===== src/rtl/scan_pkg.sv =====
// Shared definitions for the channel scan sequencer: channel count,
// select width, dwell counter width and FSM state encodings.
package scan_pkg;

  localparam int NCH   = 8;   // channels in the enable mask
  localparam int CH_W  = 3;   // width of the {a,b,c} select
  localparam int CNT_W = 8;   // dwell counter width, DWELL up to 255

  // State names carry an ST_ prefix so they cannot collide with the
  // DWELL parameter of the top module.
  typedef enum logic [1:0] {
    ST_IDLE  = 2'd0,
    ST_DWELL = 2'd1,
    ST_BLANK = 2'd2,
    ST_DONE  = 2'd3
  } state_t;

endpackage


===== src/rtl/scan_next_ch.sv =====
// Combinational channel search: lowest set bit of the mask, and the
// lowest set bit strictly above the current channel index.
module scan_next_ch
  import scan_pkg::*;
(
  input  logic [NCH-1:0]  mask,
  input  logic [CH_W-1:0] cur,
  output logic [CH_W-1:0] nxt,
  output logic            found,
  output logic [CH_W-1:0] first
);

  // Walk downward so the last hit written is the lowest qualifying bit.
  always_comb begin
    nxt   = '0;
    found = 1'b0;
    first = '0;
    for (int i = NCH - 1; i >= 0; i--) begin
      if (mask[i]) begin
        first = CH_W'(i);
        if (CH_W'(i) > cur) begin
          nxt   = CH_W'(i);
          found = 1'b1;
        end
      end
    end
  end

endmodule


===== src/rtl/scan_sequencer.sv =====
// Sequential channel-select generator for the 3-to-8 decoder stage.
// Visits enabled channels of ch_mask in ascending order, holding each
// for DWELL cycles, single-shot or continuous.
// Optional feature macro: SCAN_BLANK_EN inserts one blank cycle
// (next channel shown, sel_valid low) between dwell periods.
module scan_sequencer
  import scan_pkg::*;
#(
  parameter int DWELL = 4
) (
  input  logic       clk,
  input  logic       rst_n,
  input  logic       start,
  input  logic       stop,
  input  logic       mode_cont,
  input  logic [7:0] ch_mask,
  output logic       a,
  output logic       b,
  output logic       c,
  output logic       sel_valid,
  output logic       busy,
  output logic       done
);

  localparam logic [CNT_W-1:0] LAST = CNT_W'(DWELL - 1);

  // State entered when a dwell period ends and another channel follows.
`ifdef SCAN_BLANK_EN
  localparam state_t HOP = ST_BLANK;
`else
  localparam state_t HOP = ST_DWELL;
`endif

  state_t            state, state_nx;
  logic [CNT_W-1:0]  cnt, cnt_nx;
  logic [CH_W-1:0]   sel, sel_nx;
  logic [NCH-1:0]    mask_q, mask_nx;
  logic              mode_q, mode_nx;

  logic [NCH-1:0]    mask_src;
  logic [CH_W-1:0]   nxt, first;
  logic              found;

  // In IDLE the search looks at the live mask so the first channel is
  // ready on the start edge; mid-scan only the captured copy matters.
  assign mask_src = (state == ST_IDLE) ? ch_mask : mask_q;

  scan_next_ch u_next (
    .mask  (mask_src),
    .cur   (sel),
    .nxt   (nxt),
    .found (found),
    .first (first)
  );

  // State and datapath registers.
  always_ff @(posedge clk or negedge rst_n) begin
    if (!rst_n) begin
      state  <= ST_IDLE;
      cnt    <= '0;
      sel    <= '0;
      mask_q <= '0;
      mode_q <= 1'b0;
    end else begin
      state  <= state_nx;
      cnt    <= cnt_nx;
      sel    <= sel_nx;
      mask_q <= mask_nx;
      mode_q <= mode_nx;
    end
  end

  // Next-state and datapath update logic.
  always_comb begin
    state_nx = state;
    cnt_nx   = cnt;
    sel_nx   = sel;
    mask_nx  = mask_q;
    mode_nx  = mode_q;
    case (state)
      ST_IDLE: begin
        if (start && !stop) begin
          if (ch_mask != '0) begin
            mask_nx  = ch_mask;
            mode_nx  = mode_cont;
            sel_nx   = first;
            cnt_nx   = '0;
            state_nx = ST_DWELL;
          end else begin
            state_nx = ST_DONE;
          end
        end
      end
      ST_DWELL: begin
        if (stop) begin
          sel_nx   = '0;
          cnt_nx   = '0;
          state_nx = ST_IDLE;
        end else if (cnt == LAST) begin
          cnt_nx = '0;
          if (found) begin
            sel_nx   = nxt;
            state_nx = HOP;
          end else if (mode_q) begin
            // Wrap; with a single channel this reloads the same index.
            sel_nx   = first;
            state_nx = HOP;
          end else begin
            // Select holds its last value through DONE.
            state_nx = ST_DONE;
          end
        end else begin
          cnt_nx = cnt + 1'b1;
        end
      end
`ifdef SCAN_BLANK_EN
      ST_BLANK: begin
        if (stop) begin
          sel_nx   = '0;
          cnt_nx   = '0;
          state_nx = ST_IDLE;
        end else begin
          state_nx = ST_DWELL;
        end
      end
`endif
      ST_DONE: begin
        state_nx = ST_IDLE;
      end
      default: begin
        state_nx = ST_IDLE;
        cnt_nx   = '0;
      end
    endcase
  end

  // Outputs decode directly from registered state so an asynchronous
  // reset clears them without waiting for a clock edge.
  always_comb begin
    a         = sel[2];
    b         = sel[1];
    c         = sel[0];
    sel_valid = (state == ST_DWELL);
    busy      = (state == ST_DWELL) || (state == ST_BLANK);
    done      = (state == ST_DONE);
  end

endmodule

===== config.mk =====
export PLATFORM = sky130hd
export DESIGN_NAME = scan_sequencer
export DESIGN_NICKNAME = d
export VERILOG_FILES = /design/src/rtl/scan_pkg.sv /design/src/rtl/scan_next_ch.sv /design/src/rtl/scan_sequencer.sv
export SDC_FILE = /design/constraint.sdc
export NUM_CORES = 1
export LEC_CHECK = 0
export CAP_MARGIN = 20
export CORE_UTILIZATION = 35
export DETAILED_ROUTE_END_ITERATION = 7
export PLACE_DENSITY = 0.54
export SLEW_MARGIN = 20
export SYNTH_ARGS = -nofsm -noshare
export SYNTH_HDL_FRONTEND = slang
export SYNTH_SLANG_ARGS = --single-unit

===== constraint.sdc =====
create_clock -name clk -period 2.9 [get_ports clk]
set_input_delay 0.58 -clock clk [delete_from_list [all_inputs] [get_ports clk]]
set_output_delay 0.58 -clock clk [all_outputs]
set_load 0.01 [all_outputs]

== Word level (Yosys, flattened, before mapping) ==
Cells that the tools add are included.
Word-level totals
  output and inout bits: 6
  bits in registers: 22
Cells by class
  bitwise gates (word level): 1
  eq/ne operators: 8
  add/sub/neg operators: 1
  reduce and logical (&&, ||, !) cells: 10
  muxes and demuxes: 60
  $lt $le $gt $ge: 8
Operators with widths (count)
  $mux W3: 30
  $mux W8: 5
  $pmux W8 S3: 1
  $mux W1: 16
  $gt A3 B3 Y1 const A: 4
  $mux W2: 6
  $add A8 B1 Y8 const B: 1
  $eq A8 B2 Y1 const B: 1
  $reduce_bool A8 Y1: 1
  $gt A1 B3 Y1 const A: 2
  $gt A2 B3 Y1 const A: 2
  $pmux W3 S2: 1
  $reduce_and A3 Y1: 2
  $reduce_and A5 Y1: 1
  $eq A2 B2 Y1 const B: 2
  $ne A2 B1 Y1 const B: 2
  $ne A4 B2 Y1 const B: 1
  $pmux W2 S2: 1
  $ne A3 B2 Y1 const B: 1
  $eq A2 B1 Y1 const B: 1
  $logic_not A2 Y1: 1
  $reduce_and A2 Y1: 1
  $reduce_bool A2 Y1: 1
  $logic_and A1 B1 Y1: 1
  other kinds (3): 3

== Longest topological paths before layout ==
  word-level depth: 21
  mapped depth: 10
  gate-level depth less buffers: 8

== Hierarchy ==
Synthesis repeated with hierarchy kept, for this count alone.
Unflattened totals
  cell total of the unflattened synthesis: 160
  area, all modules: 1554.0 um2
Modules (own cells, without submodules)
  scan_sequencer: seq. area each 550.5 um2, area each 1333.8 um2, cells each 122, instances 1
  scan_next_ch: seq. area each 0.0 um2, area each 220.2 um2, cells each 38, instances 1

== Worst setup path before layout ==
No wires, ideal clock.
  path kind: register to register
  from: reg state[1]
  to: reg sel[1]
  slack: 586 ps
  library setup time: 125 ps
  arrival time: 2190 ps
  cell stages (with the launch flop): 10
  required time: 2775 ps
  path through: dfrtp_1 inv_1 ha_1 buf_6 mux2_4 o2bb2a_1 o221ai_2 o31ai_2 a21o_1 mux2_2
Between the ends
  longest elaborated chain between the ends: 21
  elaborated cells between the ends (all ways): 54
  classes of those cells: eq/ne (5); mux (46); reduce/logical (3)
RTL lines
  from (decl): line scan_sequencer.sv:34  | state_t state, state_nx;
  from (signal assigned): line scan_sequencer.sv:65  | state <= state_nx;
  $logic_not A2 Y1: line scan_sequencer.sv:46, scan_sequencer.sv:80
  $mux W8: line scan_sequencer.sv:46  | assign mask_src = (state == ST_IDLE) ? ch_mask : mask_q;
  $mux W3 / $mux W1 (equally long branches): line scan_next_ch.sv:19  | if (mask[i]) begin
  $mux W3 / $mux W1 (equally long branches): line scan_next_ch.sv:21  | if (CH_W'(i) > cur) begin
  $mux W3 / $mux W1 (equally long branches): line scan_next_ch.sv:19
  $mux W3 / $mux W1 (equally long branches): line scan_next_ch.sv:21
  $mux W3 / $mux W1 (equally long branches): line scan_next_ch.sv:19
  $mux W3 / $mux W1 (equally long branches): line scan_next_ch.sv:21
  (+5 left out)
  $mux W3 / $mux W1 (equally long branches): line scan_next_ch.sv:21
  $mux W3 / $mux W1 (equally long branches): line scan_next_ch.sv:19
  $mux W3 / $mux W1 (equally long branches): line scan_next_ch.sv:21
  $mux W3 / $mux W1 (equally long branches): line scan_next_ch.sv:19
  $mux W3: line scan_sequencer.sv:101  | if (found) begin
  $mux W3: line scan_sequencer.sv:99  | end else if (cnt == LAST) begin
  $mux W3: line scan_sequencer.sv:95  | if (stop) begin
  $pmux W3 S2: line scan_sequencer.sv:80  | case (state)
  to (signal assigned): line scan_sequencer.sv:67  | sel <= sel_nx;
  to (decl): line scan_sequencer.sv:36  | logic [CH_W-1:0] sel, sel_nx;
Parallel ways exist; a longest one is shown, timed or not. The select of a mux whose other input is x is not followed.
A chain may end at the register's enable or synchronous reset.

== Worst setup path in the final report ==
Ends and elaborated chain as after synthesis.

==> reports/results.ini <==
[status]
status = complete, no violations

[placed_design]
portBuffers = 18
hpwl_um = 2850
place_ws_ns = 0.128
gp_congestion = 0.837

[logic_synthesis]
async_reset_ff_frac = 1.00
synth-main-ff-cell = dfrtp_1
synth_fp_nets = 184
ys_types = 44
synth_cells = 167
synth-edff-count = 0
synth_area_per_cell_um2 = 9.26
yosys_register_bits = 22
ys_warn_count = 0
yosysSeqAreaShare = 0.356
netlist_area_um2 = 1550

[worst_setup_path]
end_kind = flop
critical_path.endpoint = sel[1]
r2r_start = state[1]
crit_fanout = 7
cp-start-kind = flop
cp_slowest_cell = ha_1
r2r-end = sel[1]
criticalPathCategory = reg -> reg
crit_required_ns = 3.06
cp_data_arrival_time_ns = 2.81
crit_path_start = state[1]
ff2ff_path_depth = 8
critPathMaxStageDelay_ns = 0.45
r2r_setup_slack_ns = 0.24
crit_chain = inv_1 -> ha_1 -> mux2_4 -> o2bb2a_1 -> o221ai_2 -> o31ai_2 -> a21o_1 -> mux2_2

[power]
peakVddDrop_mv = 0.289
power_per_cell_area_nw_per_um2 = 897
p_leak_nw = 0.791

[cells_and_area]
nNetsFinal = 206
post-route-util = 0.452
diodes = 0
drive_gt1_frac = 0.133
area_growth_pct = 20.3
final_cell_mix = dfrtp_1 (22), clkdlybuf4s50_1 (18), nand2_1 (14)
layout_commonest_cell = dfrtp_1

[drt]
drc = 0
viasPerCell = 5.74
wl_um = 3710
avgRoutedWirePerCell_um = 15.6
drtAntennaViolNets = 0
drtIter0Drc = 76
vias = 1367
drtPass1Iterations = 4

[clock_tree]
cts_max_path_buffers = 2
cts_hold_buf = 0
clk_pin_slew_ns = 0.08
cts_resized = 0
clk_latency_ns = 0.26
cts_sinks = 22
cts_root_buf = clkbuf_8
cts_tree = built
cts_buffers = 3
postCtsSetupRepairBufs = 0
htree_num_levels = 1

[floorplan]
die_h_um = 68.5
initial_core_util = 0.376
dieArea_um2 = 4690
core_region_area_um2 = 4120
rows = 23
io_pins = 19
die_width_um = 68.5

[global_routing]
antenna_found_initial = 0
grt_pass1_vias = 1392
grt.total_usage = 0.184
grt_overflow = 0
grt_max_degree = 23
grt_pass1_wl_um = 6330

[timing]
setup_violations = 0
slew_viol_final = 0
worst_pin_slew_ns = 0.740
hold_violations = 0
tns_ns = 0
worst_slack_ns = 0.241
fin_skew_ns = 0.00185
fin_crit_sh = 0.917
rsz0062_at_grt = no
max_slew_margin = 0.502
clock.fmax_mhz = 376
period_needed_ns = 2.66

[worst_hold_path]
hold_class = reg -> reg

[run]
drv_cap = 0

critical path, delay by kind of cell, from the launching register on:
family / cells / cell delay (ns)
AOI/OAI and AO/OA: 4 / 0.91
adders and majority gates: 1 / 0.45
buffers and inverters: 1 / 0.11
DFF: 1 / 0.38
muxes: 2 / 0.68
Yosys cell counts (all sizes together) (2+ instances only):
master  number  area share
dfrtp       22        0.36
nand2       14       0.034
o21ai       12       0.041
mux2        11       0.083
a21oi       10       0.032
inv          9       0.022
nor2         8       0.019
nand2b       7       0.028
o31ai        7       0.046
mux2i        6       0.039
nor3         6       0.019
o211ai       6       0.029
a21o         5       0.024
clkbuf       5       0.012
nand3        5       0.016
ha           4       0.032
and3         3       0.012
nor4         3       0.012
or3          3       0.015
buf          2       0.015
nand4        2      0.0081
o221ai       2       0.015
or4          2      0.0097
registers in the layout, indices dropped and copies added, names as in the netlist:
name,count
mask_q,8
mode_q,1
sel,3
state,2
cnt,8
routing by layer:
metal / part of all wire / up-vias / GRT usage / wire length, um
met5: 0 / - / 0 / 0
met1: 0.44 / 659 / 0.215 / 1630
met2: 0.50 / 28 / 0.324 / 1870
met3: 0.028 / 13 / 0.0250 / 104
met4: 0.028 / 0 / 0.0911 / 103
li1: - / 667 / - / -
report_power, final:
part	internal (W)	total [W]	switching, W
Sequential	0.000405	0.000532	0.000127
Combinational	0.000436	0.000912	0.000476
Clock	0.000121	0.000225	0.000103
kinds of logic (layout without fill, tap and decap cells):
| group | count (synthesis) | count (layout) | synth area share |
|---|---|---|---|
| adder cells (fa/ha/maj) | 4 | 4 | 0.0324 |
| flip-flops | 22 | 22 | 0.356 |
| AND/OR/NAND/NOR | 55 | 55 | 0.183 |
| buffers and inverters | 16 | 37 | 0.0485 |
| multiplexers | 17 | 17 | 0.121 |
| AO/OA/AOI/OAI | 53 | 53 | 0.259 |
worst min path at each step:
stage	end	slack (ns)	cells after the start	from
after floorplan	cnt[0]	0.28	0	rst_n
after global placement	cnt[7]	0.47	1	cnt[7]
after detailed placement	cnt[7]	0.47	1	cnt[7]
after CTS	cnt[7]	0.48	1	cnt[7]
after global routing	cnt[7]	0.50	1	cnt[7]
final	cnt[7]	0.48	1	cnt[7]
per-stage QoR:
stage	power (W)	hold slack (ns)	cell area, um^2	cells
floorplan	0.00116	0.284	1550	167
global placement	0.00143	0.469	1810	234
detailed placement	0.00145	0.467	1810	234
CTS	0.00168	0.482	1860	238
global route	0.00181	0.497	1860	238
finish	0.00167	0.478	1860	238
area by class of cell:
cell class              count  area [um^2]
repair buffers             24          238
well taps                  50         62.6
flip-flops and latches     22          551
fillers                   388         2250
inverters                   9         33.8
multi-input cells         129          921
clock buffers               4         55.1
No activity file was read; power rests on OpenSTA's default activity.
